`config.mk`:
```
export PLATFORM = sky130hd
export DESIGN_NAME = pc_flow_ctrl
export DESIGN_NICKNAME = d
export VERILOG_FILES = /design/src/rtl/pc_flow_ctrl.sv
export SDC_FILE = /design/constraint.sdc
export NUM_CORES = 1
export LEC_CHECK = 0
export BUFFER_PORTS_ARGS = -buffer_cell sky130_fd_sc_hd__buf_2
export CAP_MARGIN = 20
export CELL_PAD_IN_SITES_DETAIL_PLACEMENT = 0
export CELL_PAD_IN_SITES_GLOBAL_PLACEMENT = 2
export CORE_MARGIN = 8
export CORE_UTILIZATION = 16
export DETAILED_ROUTE_END_ITERATION = 6
export PLACE_DENSITY = 0.79
export SYNTH_ARGS = -nofsm -noshare
export SYNTH_HDL_FRONTEND = slang
export SYNTH_SLANG_ARGS = --single-unit
```
`constraint.sdc`:
```
create_clock -name CLK -period 1.39 [get_ports CLK]
set_input_delay 0.139 -clock CLK [delete_from_list [all_inputs] [get_ports CLK]]
set_output_delay 0.139 -clock CLK [all_outputs]
set_load 0.02 [all_outputs]
```
`src/rtl/pc_flow_ctrl.sv`:
```
// Program-counter control-flow sequencer: INIT/FETCH/EXEC/INTR cycle,
// PC/SP/scratch strobes for branches, CALL/RET and interrupts, and the
// interrupt-enable flag.
module pc_flow_ctrl #(
    parameter logic [1:0] INTR_SEL = 2'd2
) (
    input  logic       CLK,
    input  logic       RST,
    input  logic       INT,
    input  logic [4:0] OPCODE_HI_5,
    input  logic [1:0] OPCODE_LO_2,
    input  logic       C_FLAG,
    input  logic       Z_FLAG,
    output logic       PC_LD,
    output logic       PC_INC,
    output logic [1:0] PC_MUX_SEL,
    output logic       SP_INCR,
    output logic       SP_DECR,
    output logic       SCR_WE,
    output logic [1:0] SCR_ADDR_SEL,
    output logic       SCR_DATA_SEL,
    output logic       FLG_SHAD_LD,
    output logic       FLG_LD_SEL,
    output logic       I_FLAG,
    output logic       RST_OUT
);

    localparam int unsigned OP_W = 7;

    localparam logic [OP_W-1:0] OP_BRN   = 7'b0010000;
    localparam logic [OP_W-1:0] OP_CALL  = 7'b0010001;
    localparam logic [OP_W-1:0] OP_BREQ  = 7'b0010010;
    localparam logic [OP_W-1:0] OP_BRNE  = 7'b0010011;
    localparam logic [OP_W-1:0] OP_BRCS  = 7'b0010100;
    localparam logic [OP_W-1:0] OP_BRCC  = 7'b0010101;
    localparam logic [OP_W-1:0] OP_RET   = 7'b0110010;
    localparam logic [OP_W-1:0] OP_SEI   = 7'b0110100;
    localparam logic [OP_W-1:0] OP_CLI   = 7'b0110101;
    localparam logic [OP_W-1:0] OP_RETID = 7'b0110110;
    localparam logic [OP_W-1:0] OP_RETIE = 7'b0110111;

    localparam logic [1:0] SEL_IMMED = 2'd0;
    localparam logic [1:0] SEL_STACK = 2'd1;
    localparam logic [1:0] ADDR_SP   = 2'd0;
    localparam logic [1:0] ADDR_SP_M1 = 2'd1;

    typedef enum logic [1:0] {
        ST_INIT  = 2'd0,
        ST_FETCH = 2'd1,
        ST_EXEC  = 2'd2,
        ST_INTR  = 2'd3
    } state_t;

    state_t          state_q, state_d;
    logic            i_flag_q, i_flag_d;
    logic [OP_W-1:0] opcode;

    assign opcode = {OPCODE_HI_5, OPCODE_LO_2};
    assign I_FLAG = i_flag_q;

    // State and interrupt-enable registers; reset wins over every transition.
    always_ff @(posedge CLK) begin
        if (RST) begin
            state_q  <= ST_INIT;
            i_flag_q <= 1'b0;
        end else begin
            state_q  <= state_d;
            i_flag_q <= i_flag_d;
        end
    end

    // Next-state, interrupt-enable update and combinational strobes.
    always_comb begin
        state_d      = state_q;
        i_flag_d     = i_flag_q;
        PC_LD        = 1'b0;
        PC_INC       = 1'b0;
        PC_MUX_SEL   = SEL_IMMED;
        SP_INCR      = 1'b0;
        SP_DECR      = 1'b0;
        SCR_WE       = 1'b0;
        SCR_ADDR_SEL = ADDR_SP;
        SCR_DATA_SEL = 1'b0;
        FLG_SHAD_LD  = 1'b0;
        FLG_LD_SEL   = 1'b0;
        RST_OUT      = 1'b0;

        case (state_q)
            ST_INIT: begin
                RST_OUT = 1'b1;
                state_d = ST_FETCH;
            end

            ST_FETCH: begin
                PC_INC  = 1'b1;
                state_d = ST_EXEC;
            end

            ST_EXEC: begin
                case (opcode)
                    OP_BRN:  PC_LD = 1'b1;
                    OP_BREQ: PC_LD = Z_FLAG;
                    OP_BRNE: PC_LD = ~Z_FLAG;
                    OP_BRCS: PC_LD = C_FLAG;
                    OP_BRCC: PC_LD = ~C_FLAG;
                    OP_CALL: begin
                        // PC was already incremented in FETCH, so it is the return address.
                        PC_LD        = 1'b1;
                        SCR_WE       = 1'b1;
                        SCR_ADDR_SEL = ADDR_SP_M1;
                        SCR_DATA_SEL = 1'b1;
                        SP_DECR      = 1'b1;
                    end
                    OP_RET: begin
                        PC_LD      = 1'b1;
                        PC_MUX_SEL = SEL_STACK;
                        SP_INCR    = 1'b1;
                    end
                    OP_RETID, OP_RETIE: begin
                        PC_LD      = 1'b1;
                        PC_MUX_SEL = SEL_STACK;
                        SP_INCR    = 1'b1;
                        FLG_LD_SEL = 1'b1;
                        i_flag_d   = opcode[0];
                    end
                    OP_SEI: i_flag_d = 1'b1;
                    OP_CLI: i_flag_d = 1'b0;
                    default: ;
                endcase
                // Interrupt check uses the enable value before this instruction.
                state_d = (INT && i_flag_q) ? ST_INTR : ST_FETCH;
            end

            ST_INTR: begin
                PC_LD        = 1'b1;
                PC_MUX_SEL   = INTR_SEL;
                SCR_WE       = 1'b1;
                SCR_ADDR_SEL = ADDR_SP_M1;
                SCR_DATA_SEL = 1'b1;
                SP_DECR      = 1'b1;
                FLG_SHAD_LD  = 1'b1;
                i_flag_d     = 1'b0;
                state_d      = ST_FETCH;
            end

            default: state_d = ST_INIT;
        endcase
    end

endmodule

```
Word-level counts from Yosys, hierarchy flattened
Index checks and enable logic that the tools add are counted.

storage, ports and cells
  input bits = 12
  bits in registers = 3

cells by class
  multiplexer cells = 19
  equality and inequality tests = 15
  reductions and logical operators = 8
  bitwise operators = 2

operator list
  cell                number
  $eq 7x5->1 const B  6
  $eq 7x6->1 const B  5
  $mux 1              10
  $pmux 1 s2          4
  $pmux 2 s3          1
  $pmux 1 s5          1
  $reduce_or 5->1     1
  $eq 2x2->1 const B  2
  $ne 4x4->1 const B  1
  $pmux 2 s2          1
  $reduce_or 2->1     2
  $pmux 1 s3          1
  $reduce_or 3->1     1
  $eq 2x1->1 const B  1
  $logic_not 2->1     1
  $mux 2              1
  $not 1->1           2
  $reduce_and 2->1    1
  $reduce_bool 2->1   1
  $logic_and 1x1->1   1

Depth between registers and ports, before layout
Gate-level depths: netlist (run 1).

  depth after elaboration = 4
  mapped depth = 4
  gate-level depth less buffers = 4

Worst setup path before layout (run 1)
OpenSTA, ideal clock, no wires.

  kind = input -> output
  start = in OPCODE_HI_5[1]
  end = out SCR_ADDR_SEL[0]
  required time = 1.251 ns
  stages on the path = 4
  data arrival time = 1.268 ns
  path slack = -0.017 ns
  cells stage by stage = or4b_4 -> nor3_1 -> o21a_1 -> buf_4

between the ends
  longest elaborated chain between the ends = 3

ends and longest elaborated chain
  what             RTL line  RTL
  start, declared  10        input logic [4:0] OPCODE_HI_5,
  $eq 7x5->1       100       case (opcode)
  $mux 1           100
  $pmux 1 s2       88        case (state_q)
  end, declared    20        output logic [1:0] SCR_ADDR_SEL,

No other way between the ends.

Worst setup path in the final report (run 1)
  start = in OPCODE_HI_5[1]
  end = out SCR_WE

between the ends
  longest elaborated chain between the ends = 3

ends and longest elaborated chain
  what           RTL line  RTL
  $eq 7x5->1     100
  $mux 1         100
  $pmux 1 s2     88
  end, declared  19        output logic SCR_WE,

No other way between the ends.

==> metrics.log, run 1 <==
[metrics] wire length of the first global-routing pass: ~1.6 mm
[metrics] average instance area after synthesis: ~7.2 um2
[metrics] startpoint of the lowest-slack register-to-register path: state_q[1]
[metrics] Synth Net Count: between 50 and 60
[metrics] count of mapped cells out of synthesis: 42
[metrics] GP Congestion: 0.7340
[metrics] post-synthesis sequential element count: 3
[metrics] Final Slew Violations: 0
[metrics] post-synthesis share of cell area spent on and, or, nand and nor gates: 0.3992
[metrics] initial standard-cell utilization of the core: 0.1723
[metrics] Crit path largest cell delay: ~0.54 ns
[metrics] hold depth: 2
[metrics] HP Class: input port to register
[metrics] routed vias: 388
[metrics] Worst Path Arrival: 1.23 ns
[metrics] clock slew at the register clock pins of the worst setup and hold paths: around 0.040 ns
[metrics] XOR/XNOR share of the synthesized area: 0.02881
[metrics] class of the most critical setup path: input port to output port
[metrics] run status: finished, final reports clean
[metrics] CP Capture Type: output port
[metrics] Std-Cell Rows: 15
[metrics] die height: about 60 um
[metrics] destination of the worst hold path: state_q[0]
[metrics] post-detailed-routing wire length: a little over 1 mm
[metrics] global route total overflow: 0
[metrics] ordered cell list for the critical path: buf_6 -> or4b_4 -> nor3_2 -> o21a_2 -> buf_4
[metrics] fraction of the yosys area taken by sequential cells: 0.1975
[metrics] area of the placeable core: around 0.0018 mm2
[metrics] vias in the first global route: between 400 and 500
[metrics] detailed-placement wirelength estimate: 876.9 um
[metrics] number of buffers inserted for hold repair after clock tree synthesis: 0
[metrics] register-to-register setup slack: 0.42 ns
[metrics] Worst-Skew Late Latency: 0.24 ns
[metrics] startpoint kind of the worst setup timing path: input port
[metrics] Die Outline Area: around 0.0036 mm2
[metrics] setup repair after global routing missed its margin: true
[metrics] clock tree from TritonCTS: yes
[metrics] number of search-and-repair iterations in the first detailed-routing pass: 2
[metrics] met1 Use GR: 0.06538
[metrics] synthesized-area fraction occupied by ao, oa, aoi and oai cells: 0.2016
[metrics] drt wl/cell: around 11 um
[metrics] CP required: 1.25 ns
[metrics] maximum number of pins on one net before global-route repair: 9
[metrics] synthesis-to-finish area growth: 69.55%
[metrics] Distinct cells, synth: 22
[metrics] number of setup violations in the final report: 0
[metrics] number of top-level pins: 26
[metrics] main combinational cell family by area after synthesis: simple AND/OR/NAND/NOR gates
[metrics] met2 global-route usage: 0.08937
[metrics] clk sink count: 3
[metrics] Max Root-Sink Buffers: 2
[metrics] x dimension of the die: slightly below 60 um
[metrics] number of antenna violations at the first check in global routing: 0
[metrics] maxcap violations: 0
[metrics] CP max-delay cell: or4b_4
[metrics] warning count from the yosys run: 0
[metrics] Final Skew: 0.001302 ns
[metrics] min cycle time layout: 1.364 ns
[metrics] Final Cycle Share: 0.9813
[metrics] Pwr per Cell Area: roughly 700 mW/mm2
[metrics] met3 track demand over resource in global routing: 0.04772
[metrics] count of unresolved DRC violations after routing: 0
[metrics] Iter 0 DRT Violations: 12
[metrics] Synth Cell Area: approximately 300 um2
[metrics] Pleak: 0.2640 nW
[metrics] share of final-layout standard cells stronger than drive strength 1: 0.5652
[metrics] gr usage total: 0.06122
[metrics] portion of netlist area occupied by mux cells: 0
[metrics] CP Max Fanout: 4
[metrics] Worst VDD drop: around 0.42 mV
[metrics] average vias per placed instance: just over 4
[metrics] Hold Slack: between 0.08 and 0.09 ns
[metrics] Net count, final: 82
[metrics] number of antenna cells inserted: 0
[metrics] Final Hold Fails: 0
[metrics] Achievable Freq: between 700 and 800 MHz
[metrics] FF-to-FF path depth: 4
[metrics] Hold Startpoint: RST
[metrics] TritonCTS buffer count: 3
[metrics] end-of-flow core utilization: 0.2922
[metrics] root buffer cell: clkbuf_4
[metrics] fill cell instance count of the final layout: 211
[metrics] most crowded layer after global routing: met2
[metrics] Max H-tree Level: 1
[metrics] adder-cell share of the synthesized area: 0
[metrics] Port Buffers: 24
[metrics] reg-to-reg critical path endpoint: state_q[1]
[metrics] DRT antenna net count: 0
-- Yosys cell counts --
| master | number | area, um2 |
|---|---|---|
| buf_4 | 5 | 37.54 |
| and3_1 | 3 | 18.77 |
| dfxtp_1 | 3 | 60.06 |
| inv_1 | 3 | 11.26 |
| nand2_1 | 3 | 11.26 |
| nor2_1 | 3 | 11.26 |
| nor3b_1 | 3 | 22.52 |
| a21oi_1 | 2 | 10.01 |
| a31oi_1 | 2 | 12.51 |
| nand3b_1 | 2 | 15.01 |
| nor2b_1 | 2 | 12.51 |
| a221oi_1 | 1 | 8.760 |
| a22oi_1 | 1 | 7.510 |
| conb_1 | 1 | 3.750 |
| nand2b_1 | 1 | 6.260 |
| nand3_1 | 1 | 5.000 |
| nor3_1 | 1 | 5.000 |
| o211ai_1 | 1 | 7.510 |
| o21a_1 | 1 | 7.510 |
| o31ai_1 | 1 | 7.510 |
| or4b_4 | 1 | 13.76 |
| xor2_1 | 1 | 8.760 |
-- worst max-delay path: cells and delay by family --
kind,cells,cell delay (ns)
AO/OA/AOI/OAI,1,0.18
buffers and inverters,2,0.24
AND/OR/NAND/NOR,2,0.66
-- how the worst max path moves through the flow --
stage                              start               to  depth (start not counted)
final                     OPCODE_HI_5[1]           SCR_WE                          5
after global routing      OPCODE_HI_5[3]  SCR_ADDR_SEL[0]                          5
after CTS                 OPCODE_HI_5[1]           SCR_WE                          5
after detailed placement  OPCODE_HI_5[1]           SCR_WE                          5
after global placement    OPCODE_HI_5[1]           SCR_WE                          5
after floorplan           OPCODE_HI_5[1]  SCR_ADDR_SEL[0]                          4
-- per-stage QoR --
stage | instance area, um2 | setup TNS, ns | std cells | setup WS [ns] | total power [mW]
final | 515.5 | 0 | 94 | 0.02596 | 0.3622
after global routing | 515.5 | -0.03284 | 94 | -0.01315 | 0.3976
after CTS | 499.2 | 0 | 94 | 0.003255 | 0.3705
after detailed placement | 454.2 | -0.1034 | 90 | -0.02808 | 0.1980
after global placement | 454.2 | -0.01299 | 90 | -0.003694 | 0.1986
after floorplan | 310.3 | 0 | 42 | 0.06581 | 0.1558
-- cells by family after synthesis --
family	after synthesis
flops	3
buf+inv	8
other cells	1
xor+xnor	1
simple gates	20
compound gates	9
-- cell type report --
type                            instances  area, um2  share of cell area
Clock buffer                            4      26.28             0.05097
Inverter                                3      11.26             0.02184
Multi-Input combinational cell         31      209.0              0.4053
Sequential cell                         3      65.06              0.1262
Tap cell                               25      31.28             0.06068
Timing Repair Buffer                   28      172.7              0.3350
-- flip-flops by register name (all words and copies together), names as in the netlist --
signal	count
state_q	2
I_FLAG	1
-- repair_timing --
item                                    CTS  global route
resized for setup                         7             6
buffers inserted                          0             0
endpoints found under the setup margin    7             5
pin swaps                                 1             1
cloned                                    0             0
-- metal layers --
| layer | wire (um) | vias to the layer above |
|---|---|---|
| met3 | 126 | 0 |
| li1 | - | 199 |
| met5 | 0 | - |
| met2 | 456 | 16 |
| met1 | 452 | 173 |
| met4 | 0 | 0 |
-- cell usage in the layout, fill, tap and decap left out, types with 2 or more instances in the layout --
| cell type | n |
|---|---|
| and3_1 | 3 |
| nor2_1 | 3 |
| nand3b_1 | 2 |
| a31oi_1 | 2 |
| nand2_1 | 3 |
| inv_1 | 2 |
| buf_2 | 18 |
| clkbuf_4 | 3 |
| nor3b_1 | 3 |
| buf_6 | 2 |
| a21oi_1 | 2 |
| buf_4 | 8 |
-- power by group --
group / switching, mW / internal (mW)
clock: 0.0511 / 0.108
sequential: 0.00677 / 0.0909
combinational: 0.0575 / 0.0479
Power figures use the tool's default switching activity.
==> run 2: changes to the inputs <==
- clock period: 1.39 -> 1.4 ns (I/O delays scaled with it)
==> metrics.log, run 2 (same netlist as run 1, synthesis figures left out) <==
[metrics] share of final-layout standard cells stronger than drive strength 1: 0.5507
[metrics] CP Buf/Inv Count: 2
[metrics] CP max-delay cell: or4b_4
[metrics] Iter 0 DRT Violations: 14
[metrics] register name with the most flops: state_q
[metrics] CP required: between 1 and 1.5 ns
[metrics] number of setup violations in the final report: 0
[metrics] Final Cycle Share: 0.9796
[metrics] Post-CTS Setup Inserts: 0
[metrics] Worst-Skew Late Latency: 0.24 ns
[metrics] number of flip-flops in the largest register: 2
[metrics] Final Skew: 0.0008621 ns
[metrics] vias in the first global route: roughly 400
[metrics] Pleak: 0.2632 nW
[metrics] DRT antenna net count: 0
[metrics] register-to-register setup slack: 0.40 ns
[metrics] initial standard-cell utilization of the core: 0.1723
[metrics] min cycle time layout: about 1.4 ns
[metrics] Die Outline Area: roughly 0.0036 mm2
[metrics] GP Congestion: roughly 0.73
[metrics] drt wl/cell: about 11 um
[metrics] average vias per placed instance: 4.117
[metrics] clock slew at the register clock pins of the worst setup and hold paths: 0.04 ns
[metrics] Crit path largest cell delay: between 0.5 and 0.6 ns
[metrics] root buffer cell: clkbuf_4
[metrics] x dimension of the die: just under 60 um
[metrics] wire length of the first global-routing pass: between 1.5 and 2 mm
[metrics] CP Capture Type: output port
[metrics] gr usage total: 0.06122
[metrics] HP Class: input port to register
[metrics] number of antenna violations at the first check in global routing: 0
[metrics] detailed-placement wirelength estimate: about 880 um
[metrics] fill cell instance count of the final layout: between 200 and 250
[metrics] CP Max Fanout: 4
[metrics] Achievable Freq: ~730 MHz
[metrics] clock tree from TritonCTS: yes
[metrics] die height: a little under 60 um
[metrics] Std-Cell Rows: 15
[metrics] most frequent cells in the layout: buf_2, buf_4
[metrics] Max H-tree Level: 1
[metrics] Final Hold Fails: 0
[metrics] Hold Slack: 0.08945 ns
[metrics] maximum number of pins on one net before global-route repair: 9
[metrics] area occupied by multi-input gates: around 210 um2
[metrics] most common library cell in the layout ignoring fill and taps: buf_2
[metrics] area of the placeable core: between 0.0015 and 0.002 mm2
[metrics] number of top-level pins: 26
[metrics] ordered cell list for the critical path: buf_2 -> or4b_4 -> nor3_2 -> o21a_2 -> buf_4
[metrics] largest delay contributor family on the critical path: simple AND/OR/NAND/NOR gates
[metrics] setup repair after global routing missed its margin: true
[metrics] Port Buffers: 24
[metrics] Worst VDD drop: around 0.42 mV
[metrics] number of search-and-repair iterations in the first detailed-routing pass: 2
[metrics] Pwr per Cell Area: between 700 and 800 mW/mm2
[metrics] post-detailed-routing wire length: 1.033 mm
[metrics] run status: finished, final reports clean
[metrics] TritonCTS buffer count: 3
[metrics] count of unresolved DRC violations after routing: 0
[metrics] Final Slew Violations: 0
[metrics] clk sink count: 3
[metrics] routed vias: 387
[metrics] global route total overflow: 0
[metrics] startpoint kind of the worst setup timing path: input port
[metrics] Worst Path Arrival: around 1.2 ns
[metrics] end-of-flow core utilization: 0.2837
[metrics] maxcap violations: 0
[metrics] synthesis-to-finish area growth: 64.61%
[metrics] number of buffers inserted for hold repair after clock tree synthesis: 0
[metrics] footprint of the flip-flops and latches: roughly 63 um2
[metrics] class of the most critical setup path: input port to output port
[metrics] Net count, final: between 80 and 90
[metrics] Max Root-Sink Buffers: 2
[metrics] number of antenna cells inserted: 0
-- run 2: what timing repair did --
item                       CTS  global route
setup endpoints to repair    7             5
gates resized for setup      7             1
pin swaps                    1             1
-- run 2: worst paths after layout --
kind / start / end / cells after the start
setup / recovery: OPCODE_HI_5[1] / SCR_WE / 5
hold reg to reg: I_FLAG / I_FLAG / 2
hold / removal: RST / state_q[0] / 2
setup reg to reg: state_q[1] / I_FLAG / 4
-- run 2: layer usage --
layer,wire length (um),GRT usage,up-vias
met2,457,0.08937,16
met5,0,0,-
met1,462,0.06538,172
met3,113,0.04772,0
met4,0,0.02041,0
li1,-,-,199
-- run 2: worst register-to-register path: stages, from the launching register on --
cell and delay [ns]:
dfxtp_2 0.38, nor2b_2 0.21, buf_4 0.14, nand3_1 0.06, a21oi_1 0.15
-- run 2: stage by stage --
step / power (mW) / setup slack, ns / std cells / setup TNS [ns] / cell area (um2)
final: 0.3577 / 0.02855 / 94 / 0 / 500.5
after global routing: 0.3923 / -0.01292 / 94 / -0.04314 / 500.5
after CTS: 0.3678 / 0.01126 / 94 / 0 / 499.2
after detailed placement: 0.1966 / -0.02008 / 90 / -0.07142 / 454.2
after global placement: 0.1972 / 0.004311 / 90 / 0 / 454.2
after floorplan: 0.1547 / 0.07381 / 42 / 0 / 310.3
-- run 2: power breakdown --
part           internal (mW)  switching (mW)  leakage, nW
clock network          0.107          0.0511       0.0150
registers             0.0912         0.00673       0.0252
logic                 0.0445          0.0569        0.223
total                  0.243           0.115        0.263
-- run 2: layout make-up --
type | instances | area share
Multi-Input combinational cell | 31 | 0.4175
Clock buffer | 4 | 0.05250
Timing Repair Buffer | 28 | 0.3200
Tap cell | 25 | 0.06250
Inverter | 3 | 0.02250
Sequential cell | 3 | 0.1250
==> run 3: changes to the inputs <==
- PLACE_DENSITY: 0.79 -> 0.83
==> metrics.log, run 3 (same netlist as run 1, synthesis figures left out) <==
[metrics] number of antenna violations at the first check in global routing: 0
[metrics] HP Class: input port to register
[metrics] gr usage total: 0.06253
[metrics] average vias per placed instance: between 4 and 5
[metrics] number of setup violations in the final report: 0
[metrics] Placed Instance Area: approximately 450 um2
[metrics] vias in the first global route: about 420
[metrics] Pleak: roughly 0.26 nW
[metrics] class of the most critical setup path: input port to output port
[metrics] clock slew at the register clock pins of the worst setup and hold paths: around 0.04 ns
[metrics] startpoint kind of the worst setup timing path: input port
[metrics] GP Congestion: a little over 0.7
[metrics] setup repair after global routing missed its margin: true
[metrics] Std-Cell Rows: 15
[metrics] maxcap violations: 0
[metrics] synthesis-to-finish area growth: 61.32%
[metrics] run status: finished, final reports clean
[metrics] Die Outline Area: roughly 0.0036 mm2
[metrics] clk sink count: 3
[metrics] clock tree from TritonCTS: yes
[metrics] area of the placeable core: roughly 0.0018 mm2
[metrics] post-detailed-routing wire length: around 1.0 mm
[metrics] initial standard-cell utilization of the core: 0.1723
[metrics] root buffer cell: clkbuf_4
[metrics] global route total overflow: 0
[metrics] drt wl/cell: between 10 and 15 um
[metrics] count of unresolved DRC violations after routing: 0
[metrics] Final Cycle Share: 0.9765
[metrics] CP Max Fanout: 2
[metrics] summed negative setup slack over all endpoints: 0 ns
[metrics] fin cells: 94
[metrics] maximum number of pins on one net before global-route repair: 9
[metrics] TritonCTS buffer count: 3
[metrics] Port Buffers: 24
[metrics] number of antenna cells inserted: 0
[metrics] routed vias: roughly 390
[metrics] Achievable Freq: between 700 and 800 MHz
[metrics] share of final-layout standard cells stronger than drive strength 1: 0.5507
[metrics] die height: 59.59 um
[metrics] wire length of the first global-routing pass: approximately 1.7 mm
[metrics] number of top-level pins: 26
[metrics] Worst-Skew Late Latency: between 0.2 and 0.25 ns
[metrics] detailed-placement wirelength estimate: about 870 um
[metrics] number of instances in the placed design: 90
[metrics] number of search-and-repair iterations in the first detailed-routing pass: 2
[metrics] Net count, final: 82
[metrics] cell area after layout: 490.5 um2
[metrics] register name with the most flops: state_q
[metrics] most common library cell in the layout ignoring fill and taps: buf_2
[metrics] Pwr per Cell Area: around 710 mW/mm2
[metrics] fill cell instance count of the final layout: about 210
[metrics] Max Root-Sink Buffers: 2
[metrics] CP required: between 1 and 1.5 ns
[metrics] Iter 0 DRT Violations: 8
[metrics] number of flip-flops in the largest register: 2
[metrics] most frequent cells in the layout: buf_2, buf_4
[metrics] Worst VDD drop: just under 0.5 mV
[metrics] Final Slew Violations: 0
[metrics] min cycle time layout: 1.367 ns
[metrics] x dimension of the die: 59.59 um
[metrics] Final Hold Fails: 0
[metrics] CP Capture Type: output port
[metrics] Final Skew: between 0.0015 and 0.002 ns
[metrics] Max H-tree Level: 1
[metrics] register-to-register setup slack: approximately 0.4 ns
[metrics] Worst Path Arrival: approximately 1.2 ns
[metrics] DRT antenna net count: 0
==> run 3: path summary, 6_finish.rpt <==
path | start | endpoint | cells after the start
worst max-delay path | OPCODE_HI_5[1] | PC_LD | 4
worst min-delay path | RST | state_q[1] | 2
worst max register to register | state_q[1] | I_FLAG | 4
worst min register to register | I_FLAG | state_q[1] | 2
==> run 3: per-layer routing <==
metal  track usage  wire length [um]  part of all wire  up-vias
met3       0.04121               100             0.096        0
met2       0.09399               451              0.43       17
met1       0.07264               487              0.47      171
li1              -                 -                 -      198
met5             0                 0                 0        -
met4       0.01020                 0                 0        0
==> run 3: where the power goes <==
part	switching, mW	internal [mW]	leakage [nW]
Combinational	0.0564	0.0423	0.223
Clock	0.0451	0.107	0.0150
Sequential	0.00738	0.0913	0.0252
==> run 3: through the flow <==
stage          setup slack, ns  utilization  power (mW)  hold slack (ns)
2_1_floorplan          0.07381            -      0.1547           0.2091
3_3_place_gp         -0.003094       0.2574      0.1969           0.3345
3_5_place_dp          -0.01180       0.2574      0.1975           0.3403
4_1_cts               -0.01267       0.2738      0.3553           0.1026
5_1_grt               -0.01977       0.2780      0.3840          0.08999
6_report               0.03286       0.2780      0.3493          0.09778
==> run 3: final cells by class <==
cell class | instances | area (um2) | share of cell area
clock buffer | 4 | 26.28 | 0.05357
timing repair buffer | 28 | 150.1 | 0.3061
sequential | 3 | 62.56 | 0.1276
tap | 25 | 31.28 | 0.06378
multi-input combinational | 31 | 209.0 | 0.4260
inverter | 3 | 11.26 | 0.02296
==> run 3: worst max-delay path, stage by stage <==
cell and delay [ns]:
buf_2 0.10, or4b_4 0.55, o31ai_2 0.24, buf_2 0.20
==> run 3: repair_timing <==
action | 4_1_cts | 5_1_grt
hold buffers | 0 | 0
endpoints found under the setup margin | 7 | 8
setup buffers | 0 | 0
resized for setup | 1 | 3
